### config.mk
export PLATFORM = sky130hd
export DESIGN_NAME = proc_io_ctrl
export DESIGN_NICKNAME = d
export VERILOG_FILES = /design/src/rtl/proc_io_pkg.sv /design/src/rtl/io_fifo.sv /design/src/rtl/proc_io_ctrl.sv
export SDC_FILE = /design/constraint.sdc
export NUM_CORES = 1
export LEC_CHECK = 0
export BUFFER_PORTS_ARGS = -buffer_cell sky130_fd_sc_hd__buf_4
export CORE_MARGIN = 10
export CORE_UTILIZATION = 60
export CTS_BUF_LIST = sky130_fd_sc_hd__clkbuf_4
export DETAILED_ROUTE_END_ITERATION = 10
export GPL_ROUTABILITY_DRIVEN = 0
export PLACE_DENSITY = 0.86
export SLEW_MARGIN = 20
export SYNTH_ARGS = -nofsm -noshare
export SYNTH_HDL_FRONTEND = slang
export SYNTH_HIERARCHICAL = 1
export SYNTH_SLANG_ARGS = --single-unit
export TNS_END_PERCENT = 20
### constraint.sdc
create_clock -name clk_i -period 12.9 [get_ports clk_i]
set_input_delay 3.225 -clock clk_i [delete_from_list [all_inputs] [get_ports clk_i]]
set_output_delay 3.225 -clock clk_i [all_outputs]
set_load 0.02 [all_outputs]
### src/rtl/proc_io_pkg.sv
// Shared constants and helpers for the processor I/O scheduler.
// Imported by io_fifo and proc_io_ctrl.
package proc_io_pkg;

  localparam int DEF_NUBITS = 32;
  localparam int DEF_FDEPTH = 4;

  function automatic int clog2(input int value);
    int r;
    r = 0;
    while ((1 << r) < value) r++;
    return r;
  endfunction

  localparam int CNT_W     = clog2(DEF_FDEPTH) + 1;
  localparam int ERR_CNT_W = 16;

endpackage

### src/rtl/io_fifo.sv
// Synchronous FIFO with a combinational head word. The caller owns all
// overflow/underflow policy and never pops an empty FIFO.
module io_fifo
  import proc_io_pkg::*;
#(
  parameter int WIDTH = DEF_NUBITS,
  parameter int DEPTH = DEF_FDEPTH,
  localparam int AW   = clog2(DEPTH),
  localparam int CW   = AW + 1
) (
  input  logic             clk_i,
  input  logic             rst_i,
  input  logic             push_i,
  input  logic             pop_i,
  input  logic [WIDTH-1:0] data_i,
  output logic [WIDTH-1:0] head_o,
  output logic             full_o,
  output logic             empty_o,
  output logic [CW-1:0]    count_o
);

  logic [WIDTH-1:0] mem_q [DEPTH];
  logic [AW-1:0]    wrPtr_q, wrPtr_d;
  logic [AW-1:0]    rdPtr_q, rdPtr_d;
  logic [CW-1:0]    count_q, count_d;

  // DEPTH is a power of two, so the pointers wrap naturally.
  always_comb begin
    wrPtr_d = wrPtr_q + AW'(push_i);
    rdPtr_d = rdPtr_q + AW'(pop_i);
    count_d = count_q;
    case ({push_i, pop_i})
      2'b10:   count_d = count_q + CW'(1);
      2'b01:   count_d = count_q - CW'(1);
      default: count_d = count_q;
    endcase
  end

  always_ff @(posedge clk_i) begin
    if (rst_i) begin
      wrPtr_q <= '0;
      rdPtr_q <= '0;
      count_q <= '0;
    end else begin
      wrPtr_q <= wrPtr_d;
      rdPtr_q <= rdPtr_d;
      count_q <= count_d;
    end
  end

  always_ff @(posedge clk_i) begin
    if (push_i && !rst_i) mem_q[wrPtr_q] <= data_i;
  end

  assign head_o  = mem_q[rdPtr_q];
  assign full_o  = (count_q == CW'(DEPTH));
  assign empty_o = (count_q == '0);
  assign count_o = count_q;

endmodule

### src/rtl/proc_io_ctrl.sv
// I/O scheduler between word streams and the processor's multiplexed I/O bus.
// Define PROC_IO_ERR_CNT_EN to build the saturating error event counter.
module proc_io_ctrl
  import proc_io_pkg::*;
#(
  parameter int NUBITS = DEF_NUBITS,
  parameter int NUIOIN = 2,
  parameter int NUIOOU = 2,
  parameter int FDEPTH = DEF_FDEPTH
) (
  input  logic                     clk_i,
  input  logic                     rst_i,
  input  logic [NUIOIN*NUBITS-1:0] s_data_i,
  input  logic [NUIOIN-1:0]        s_valid_i,
  output logic [NUIOIN-1:0]        s_ready_o,
  output logic [NUBITS-1:0]        io_in_o,
  input  logic [NUIOIN-1:0]        req_in_i,
  input  logic [NUBITS-1:0]        io_out_i,
  input  logic [NUIOOU-1:0]        out_en_i,
  output logic [NUIOOU*NUBITS-1:0] m_data_o,
  output logic [NUIOOU-1:0]        m_valid_o,
  input  logic [NUIOOU-1:0]        m_ready_i,
  output logic [NUIOIN-1:0]        underflow_o,
  output logic [NUIOOU-1:0]        overflow_o,
  input  logic                     clr_err_i,
  output logic [ERR_CNT_W-1:0]     err_cnt_o
);

  localparam int FCW = clog2(FDEPTH) + 1;

  logic [NUIOIN-1:0] inSel, inPush, inPop, inEmpty, inFull, underflowEvt;
  logic [FCW-1:0]    inCount [NUIOIN];
  logic [NUBITS-1:0] inHead  [NUIOIN];

  logic [NUIOOU-1:0] outSel, outPush, outPop, outEmpty, outFull, overflowEvt;
  logic [FCW-1:0]    outCount [NUIOOU];
  logic [NUBITS-1:0] outHead  [NUIOOU];

  logic [NUIOIN-1:0] underflow_q, underflow_d;
  logic [NUIOOU-1:0] overflow_q, overflow_d;

  // Isolate the lowest set strobe so only one port is ever serviced.
  assign inSel  = req_in_i & (~req_in_i + NUIOIN'(1));
  assign outSel = out_en_i & (~out_en_i + NUIOOU'(1));

  for (genvar k = 0; k < NUIOIN; k++) begin : gIn
    logic unusedFull;
    assign unusedFull      = inFull[k];
    assign s_ready_o[k]    = ~rst_i & (inCount[k] != FCW'(FDEPTH));
    assign inPush[k]       = s_valid_i[k] & s_ready_o[k];
    assign inPop[k]        = inSel[k] & ~inEmpty[k];
    assign underflowEvt[k] = inSel[k] & inEmpty[k];

    io_fifo #(.WIDTH(NUBITS), .DEPTH(FDEPTH)) uInFifo (
      .clk_i   (clk_i),
      .rst_i   (rst_i),
      .push_i  (inPush[k]),
      .pop_i   (inPop[k]),
      .data_i  (s_data_i[k*NUBITS +: NUBITS]),
      .head_o  (inHead[k]),
      .full_o  (inFull[k]),
      .empty_o (inEmpty[k]),
      .count_o (inCount[k])
    );
  end

  // A full output FIFO still accepts a write when the consumer drains it.
  for (genvar k = 0; k < NUIOOU; k++) begin : gOut
    logic unusedCount;
    assign unusedCount    = ^outCount[k];
    assign m_valid_o[k]   = ~rst_i & ~outEmpty[k];
    assign outPop[k]      = m_valid_o[k] & m_ready_i[k];
    assign outPush[k]     = outSel[k] & (~outFull[k] | outPop[k]);
    assign overflowEvt[k] = outSel[k] & outFull[k] & ~outPop[k];
    assign m_data_o[k*NUBITS +: NUBITS] = outHead[k];

    io_fifo #(.WIDTH(NUBITS), .DEPTH(FDEPTH)) uOutFifo (
      .clk_i   (clk_i),
      .rst_i   (rst_i),
      .push_i  (outPush[k]),
      .pop_i   (outPop[k]),
      .data_i  (io_out_i),
      .head_o  (outHead[k]),
      .full_o  (outFull[k]),
      .empty_o (outEmpty[k]),
      .count_o (outCount[k])
    );
  end

  always_comb begin
    io_in_o = '0;
    for (int k = 0; k < NUIOIN; k++) begin
      if (inSel[k] && !inEmpty[k] && !rst_i) io_in_o = inHead[k];
    end
  end

  // A fresh error in the clearing cycle keeps its flag set.
  always_comb begin
    underflow_d = underflow_q | underflowEvt;
    overflow_d  = overflow_q | overflowEvt;
    if (clr_err_i) begin
      underflow_d = underflowEvt;
      overflow_d  = overflowEvt;
    end
  end

  always_ff @(posedge clk_i) begin
    if (rst_i) begin
      underflow_q <= '0;
      overflow_q  <= '0;
    end else begin
      underflow_q <= underflow_d;
      overflow_q  <= overflow_d;
    end
  end

  assign underflow_o = underflow_q;
  assign overflow_o  = overflow_q;

`ifdef PROC_IO_ERR_CNT_EN
  localparam int SUM_W = ERR_CNT_W + 1;

  logic [ERR_CNT_W-1:0] errCnt_q, errCnt_d;
  logic [1:0]           errEvents;
  logic [SUM_W-1:0]     errBase, errSum;

  // At most one port of each direction errs per cycle, so events are 0..2.
  always_comb begin
    errEvents = {1'b0, |underflowEvt} + {1'b0, |overflowEvt};
    errBase   = clr_err_i ? '0 : {1'b0, errCnt_q};
    errSum    = errBase + SUM_W'(errEvents);
    errCnt_d  = errSum[ERR_CNT_W] ? '1 : errSum[ERR_CNT_W-1:0];
  end

  always_ff @(posedge clk_i) begin
    if (rst_i) errCnt_q <= '0;
    else       errCnt_q <= errCnt_d;
  end

  assign err_cnt_o = errCnt_q;
`else
  assign err_cnt_o = '0;
`endif

endmodule

# Word level (Yosys, flattened, before mapping)
# Memory sizes are Yosys's and may differ from the RTL's. A register that Yosys moved wholly into a read port is not among the register bits.
# Index checks and enable logic that the tools add are counted.
[classes] n_bitwise=35 eq_ne=12 n_mux=20 add_sub_neg=18 reduce_logical=19
[ops] cell="$mux W32" n=2
[ops] cell="$pmux W3 S2" n=4
[ops] cell="$and A1 B1 Y1" n=18
[ops] cell="$add A2 B1 Y2" n=8
[ops] cell="$add A3 B1 Y3 const B" n=4
[ops] cell="$logic_not A3 Y1" n=4
[ops] cell="$mux W2" n=6
[ops] cell="$sub A3 B1 Y3 const B" n=4
[ops] cell="$not A1 Y1" n=9
[ops] cell="$eq A2 B1 Y1 const B" n=4
[ops] cell="$eq A2 B2 Y1 const B" n=4
[ops] cell="$logic_and A1 B1 Y1" n=8
[ops] cell="$mux W1" n=8
[ops] cell="$reduce_bool A2 Y1" n=4
[ops] cell="$eq A3 B3 Y1 const B" n=2
[ops] cell="$ne A3 B3 Y1 const B" n=2
[ops] cell="$add A2 B1 Y2 const B" n=2
[ops] cell="$and A2 B2 Y2" n=2
[ops] cell="$not A2 Y2" n=2
[ops] cell="$or A2 B2 Y2" n=2
[ops] cell="$logic_not A1 Y1" n=3
[ops] cell="$or A1 B1 Y1" n=2
[word_totals] ram_bits=512 ff_bits=32 out_inout_bits=120 n_memories=4
[memory_table] memory="gIn[0].uInFifo.mem_q" words=4 word_bits=32 rd=1 rd_ports_with_merged_regs=1 write_ports=1 line="io_fifo.sv:22" rtl="logic [WIDTH-1:0] mem_q [DEPTH];"
[memory_table] memory="gIn[1].uInFifo.mem_q" words=4 word_bits=32 rd=1 rd_ports_with_merged_regs=1 write_ports=1 line="io_fifo.sv:22"
[memory_table] memory="gOut[0].uOutFifo.mem_q" words=4 word_bits=32 rd=1 rd_ports_with_merged_regs=1 write_ports=1 line="io_fifo.sv:22"
[memory_table] memory="gOut[1].uOutFifo.mem_q" words=4 word_bits=32 rd=1 rd_ports_with_merged_regs=1 write_ports=1 line="io_fifo.sv:22"

# Logic depth before layout (Yosys ltp)
[logic_depth] ltp_word=9 depth_mapped=11 ltp_nobuf=11

# Hierarchy
# The synthesis kept the hierarchy.
[by_module_without_submodules] module="io_fifo" area_each_um2=5013.6 seq_area_each_um2=3983.8 instances=4 cells_per_inst=205
[by_module_without_submodules] module="proc_io_ctrl" area_each_um2=769.5 seq_area_each_um2=80.1 instances=1 cells_per_inst=92

# Worst setup path after synthesis
# No wires, ideal clock.
[synth_path] kind="input to register" start="in rst_i" end="mem gOut[1].uOutFifo/mem_q[2][0] (netlist bit), enable pin" stages=4 path_slack_ps=5001 arrival_time_ps=7386 path_buffers=0 path_cell_list="or3b_1 > a21oi_1 > inv_1 > nor4b_1"
[synth_between] elab_chain_cells=8
[synth_lines] item="start, declared" line="proc_io_ctrl.sv:12" rtl="input logic rst_i,"
[synth_lines] item="$not A1 Y1" line="proc_io_ctrl.sv:71" rtl="assign m_valid_o[k] = ~rst_i & ~outEmpty[k];"
[synth_lines] item="$and A1 B1 Y1" line="proc_io_ctrl.sv:71"
[synth_lines] item="$and A1 B1 Y1" line="proc_io_ctrl.sv:72" rtl="assign outPop[k] = m_valid_o[k] & m_ready_i[k];"
[synth_lines] item="$or A1 B1 Y1" line="proc_io_ctrl.sv:73" rtl="assign outPush[k] = outSel[k] & (~outFull[k] | outPop[k]);"
[synth_lines] item="$and A1 B1 Y1" line="proc_io_ctrl.sv:73"
[synth_lines] item="named net outPush[1]" line="proc_io_ctrl.sv:35" rtl="logic [NUIOOU-1:0] outSel, outPush, outPop, outEmpty, outFull, overflowEvt;"
[synth_lines] item="$logic_and A1 B1 Y1" line="io_fifo.sv:52" rtl="if (push_i && !rst_i) mem_q[wrPtr_q] <= data_i;"
[synth_lines] item="$mux W1" line="io_fifo.sv:52"
[synth_lines] item="$mux W1 (not written as such)" line="io_fifo.sv:52"
[synth_lines] item="end, declared" line="io_fifo.sv:22"
# The timed path passes the listed nets, and every way through them passes these cells.

# Worst setup path after layout
[layout_path] start="in rst_i" end="out io_in_o[0]"
[layout_between] elab_chain_cells=4
[layout_lines] item="$logic_not A1 Y1 *" line="proc_io_ctrl.sv:93" rtl="if (inSel[k] && !inEmpty[k] && !rst_i) io_in_o = inHead[k];"
[layout_lines] item="$logic_and A1 B1 Y1" line="proc_io_ctrl.sv:93"
[layout_lines] item="$mux W32" line="proc_io_ctrl.sv:93"
[layout_lines] item="$mux W32 *" line="proc_io_ctrl.sv:93"
[layout_lines] item="end, declared" line="proc_io_ctrl.sv:16" rtl="output logic [NUBITS-1:0] io_in_o,"
# Mark *: on every way between the ends. The rest lies on a longest branch, timed or not.

==> metrics.md <==
| Metric | Value |
|---|---|
| Final slew viol count | 0 |
| Antenna Violating Nets Remaining | 0 |
| Remaining routing DRC violations | 0 |
| Number of global-route vias before repair | 11,100 |
| DIE AREA | 0.0425 sq mm |
| Data arrival time of the critical path | 4680 ps |
| CORE AREA | 0.0344 sq mm |
| Most common library cell in the layout ignoring fill and taps | edfxtp_1 |
| Kind of end point of the critical path | primary output |
| Hold bufs inserted after CTS | 0 |
| Setup slack, reg-to-reg | 10,380 ps |
| Synthesized area | 0.0208 sq mm |
| Cells after synthesis | 910 |
| Count of yosys warnings during synthesis | 6 |
| Resized Gates After CTS | 0 |
| Pin slew with the least headroom to its limit | 703 ps |
| Initial antenna violation count | 3 |
| Static Leakage | 8.30 nW |
| Hold/Removal Path Class | reg -> reg |
| Data required, critical path | 9680 ps |
| Maximum buffer depth of the clock tree | 3 |
| Class of the most critical setup path | in -> out |
| Setup crit start kind | input pin |
| Count of endpoints failing setup in the final report | 0 |
| Share of cells above drive strength 1 | 43.1% |
| Final wirelength | 42,700 um |
| Reg2reg path depth | 10 |
| Period minus WS final | 7910 ps |
| Final Skew | 55.1 ps |
| Outcome | completed |
| Post-synthesis area per instance | 22.9 sq um |
| Number of H-tree branching levels | 4 |
| Largest net degree at the start of global routing | 60 |
| Initial detailed-routing violation count | 740 |
| Most frequent cells in the layout | 512 x edfxtp_1, 236 x buf_4, 182 x clkbuf_4 |
| Worst setup path endpoint | io_in_o[0] |
| Final routed wire length divided by cell count | 24.0 um |
| Final TNS setup | 0 ps |
| TritonCTS clock tree | yes |
| Number of placed instances with taps included | 1,557 |
| Number of buffers added by the clock tree synthesis step | 132 |
| Power Density | 161 mW/mm^2 |
| Non-filler instance count after layout | 1,780 |
| Detailed placement HPWL | 26,300 um |
| Post-layout nets | 1,359 |
| Clock Pin Slew Worst Setup and Hold Paths | 50 ps |
| Maximum vdd drop | 0.000118 V |
| Worst setup path startpoint | rst_i |
| Die outline width | 206 um |
| Critical-path cell with the highest stage delay | buf_4 |
| Congestion Overflow GR | 0 |
| Delay of the slowest critical-path stage | 380 ps |
| Critical path cell sequence | buf_4, nor4b_4, buf_4, a22o_1, buf_4 |
| Via Count | 10,300 |
| Number of max-cap violations | 0 |
| Highest Clock Rate | 126 MHz |
| Cell family contributing the most delay on the critical path | buffers and inverters |
| RSZ-0062 raised after global routing | false |
| Length of the first detailed-routing pass in iterations | 5 |
| Final Hold Violating Endpoints | 0 |
| Boundary Pins | 227 |
| Global-route usage over all layers | 20.6% |
| Cell repeated most along the worst path | buf_4 |
| Bufs and invs on worst path | 3 |
| Die Span Y | 206 um |
| Root buf cell | clkbuf_4 |
| Max-slew headroom at the worst pin | 53.1% |
| Area growth from synthesis to layout | 17.4% |
| Quantity of I/O buffers inserted on ports | 210 |
| Stages on worst setup path | 5 |
| Setup bufs post-CTS | 0 |
| Capture point of the worst reg-to-reg path | gOut[0].uOutFifo/count_o[2] |
| Initial cell density of the core | 60.5% |
| Number of placement rows | 68 |
| Peak fanout along the critical path | 59 |
| Via density per instance | 5.79 |
| Wire length of the first global-routing pass | 65,200 um |
| Clock latency of the later-clocked register in the worst-skew pair | 820 ps |
| Clk sink count | 544 |
| RR Startpoint | gOut[0].uOutFifo/count_o[2] |
| Period utilization | 61.3% |
sequential cells by signal, summed over array words and instances (netlist names):
name	cells
gIn.uInFifo/mem_q	256
gOut.uOutFifo/mem_q	256
gIn.uInFifo/count_o	6
gOut.uOutFifo/count_o	6
gIn.uInFifo/rdPtr_q	4
gIn.uInFifo/wrPtr_q	4
gOut.uOutFifo/rdPtr_q	4
gOut.uOutFifo/wrPtr_q	4
overflow_o	2
underflow_o	2
stage by stage:
stage / hold slack, ps / utilization (%) / power [mW] / setup WS, ps / instance area (sq um)
floorplan: 467 / - / 2.40 / 5000 / 20900
finish: 471 / 71.1 / 3.93 / 4990 / 24400
global placement: 454 / 66.1 / 2.53 / 5090 / 22700
CTS: 471 / 71.1 / 3.98 / 5010 / 24400
global route: 505 / 71.1 / 4.11 / 4940 / 24400
detailed placement: 462 / 66.1 / 2.55 / 5010 / 22700
power by group:
| part | leakage (nW) | internal [mW] | switching (mW) | total, mW |
|---|---|---|---|---|
| clock network | 0.993 | 0.790 | 0.633 | 1.42 |
| registers | 4.89 | 1.98 | 0.0213 | 2.00 |
| logic | 2.41 | 0.229 | 0.273 | 0.502 |
| total | 8.30 | 3.00 | 0.928 | 3.93 |
final cells by class:
class / instances / area (sq um)
well taps: 455 / 569
multi-input cells: 302 / 4280
flip-flops and latches: 544 / 16000
inverters: 20 / 75.1
diodes: 4 / 10.0
repair buffers: 236 / 1770
clock buffers: 182 / 1370
clock inverters: 37 / 342
fillers: 2018 / 9940
worst min path at each step:
stage / startpoint / end / slack, ps / depth (start not counted)
final: underflow_o[1] / underflow_o[1] / 470 / 2
after global routing: overflow_o[0] / overflow_o[0] / 510 / 1
after CTS: underflow_o[1] / underflow_o[1] / 470 / 2
after detailed placement: underflow_o[1] / underflow_o[1] / 460 / 2
after global placement: overflow_o[0] / overflow_o[0] / 450 / 1
after floorplan: gOut[0].uOutFifo/count_o[2] / gOut[0].uOutFifo/count_o[2] / 470 / 2
worst min-delay path: stages (launching register included):
cell and delay, ps:
dfxtp_1 300, nand2b_1 70, a21oi_1 50
per-layer routing:
| metal | up-vias | share of wire [%] | GRT usage, % |
|---|---|---|---|
| met5 | - | 0.094 | 0 |
| met4 | 4 | 1.5 | 6.96 |
| met3 | 66 | 11 | 7.82 |
| met2 | 499 | 50 | 32.6 |
| met1 | 5234 | 38 | 25.8 |
| li1 | 4505 | - | - |
Note: power is estimated with default switching activity, not from simulation.
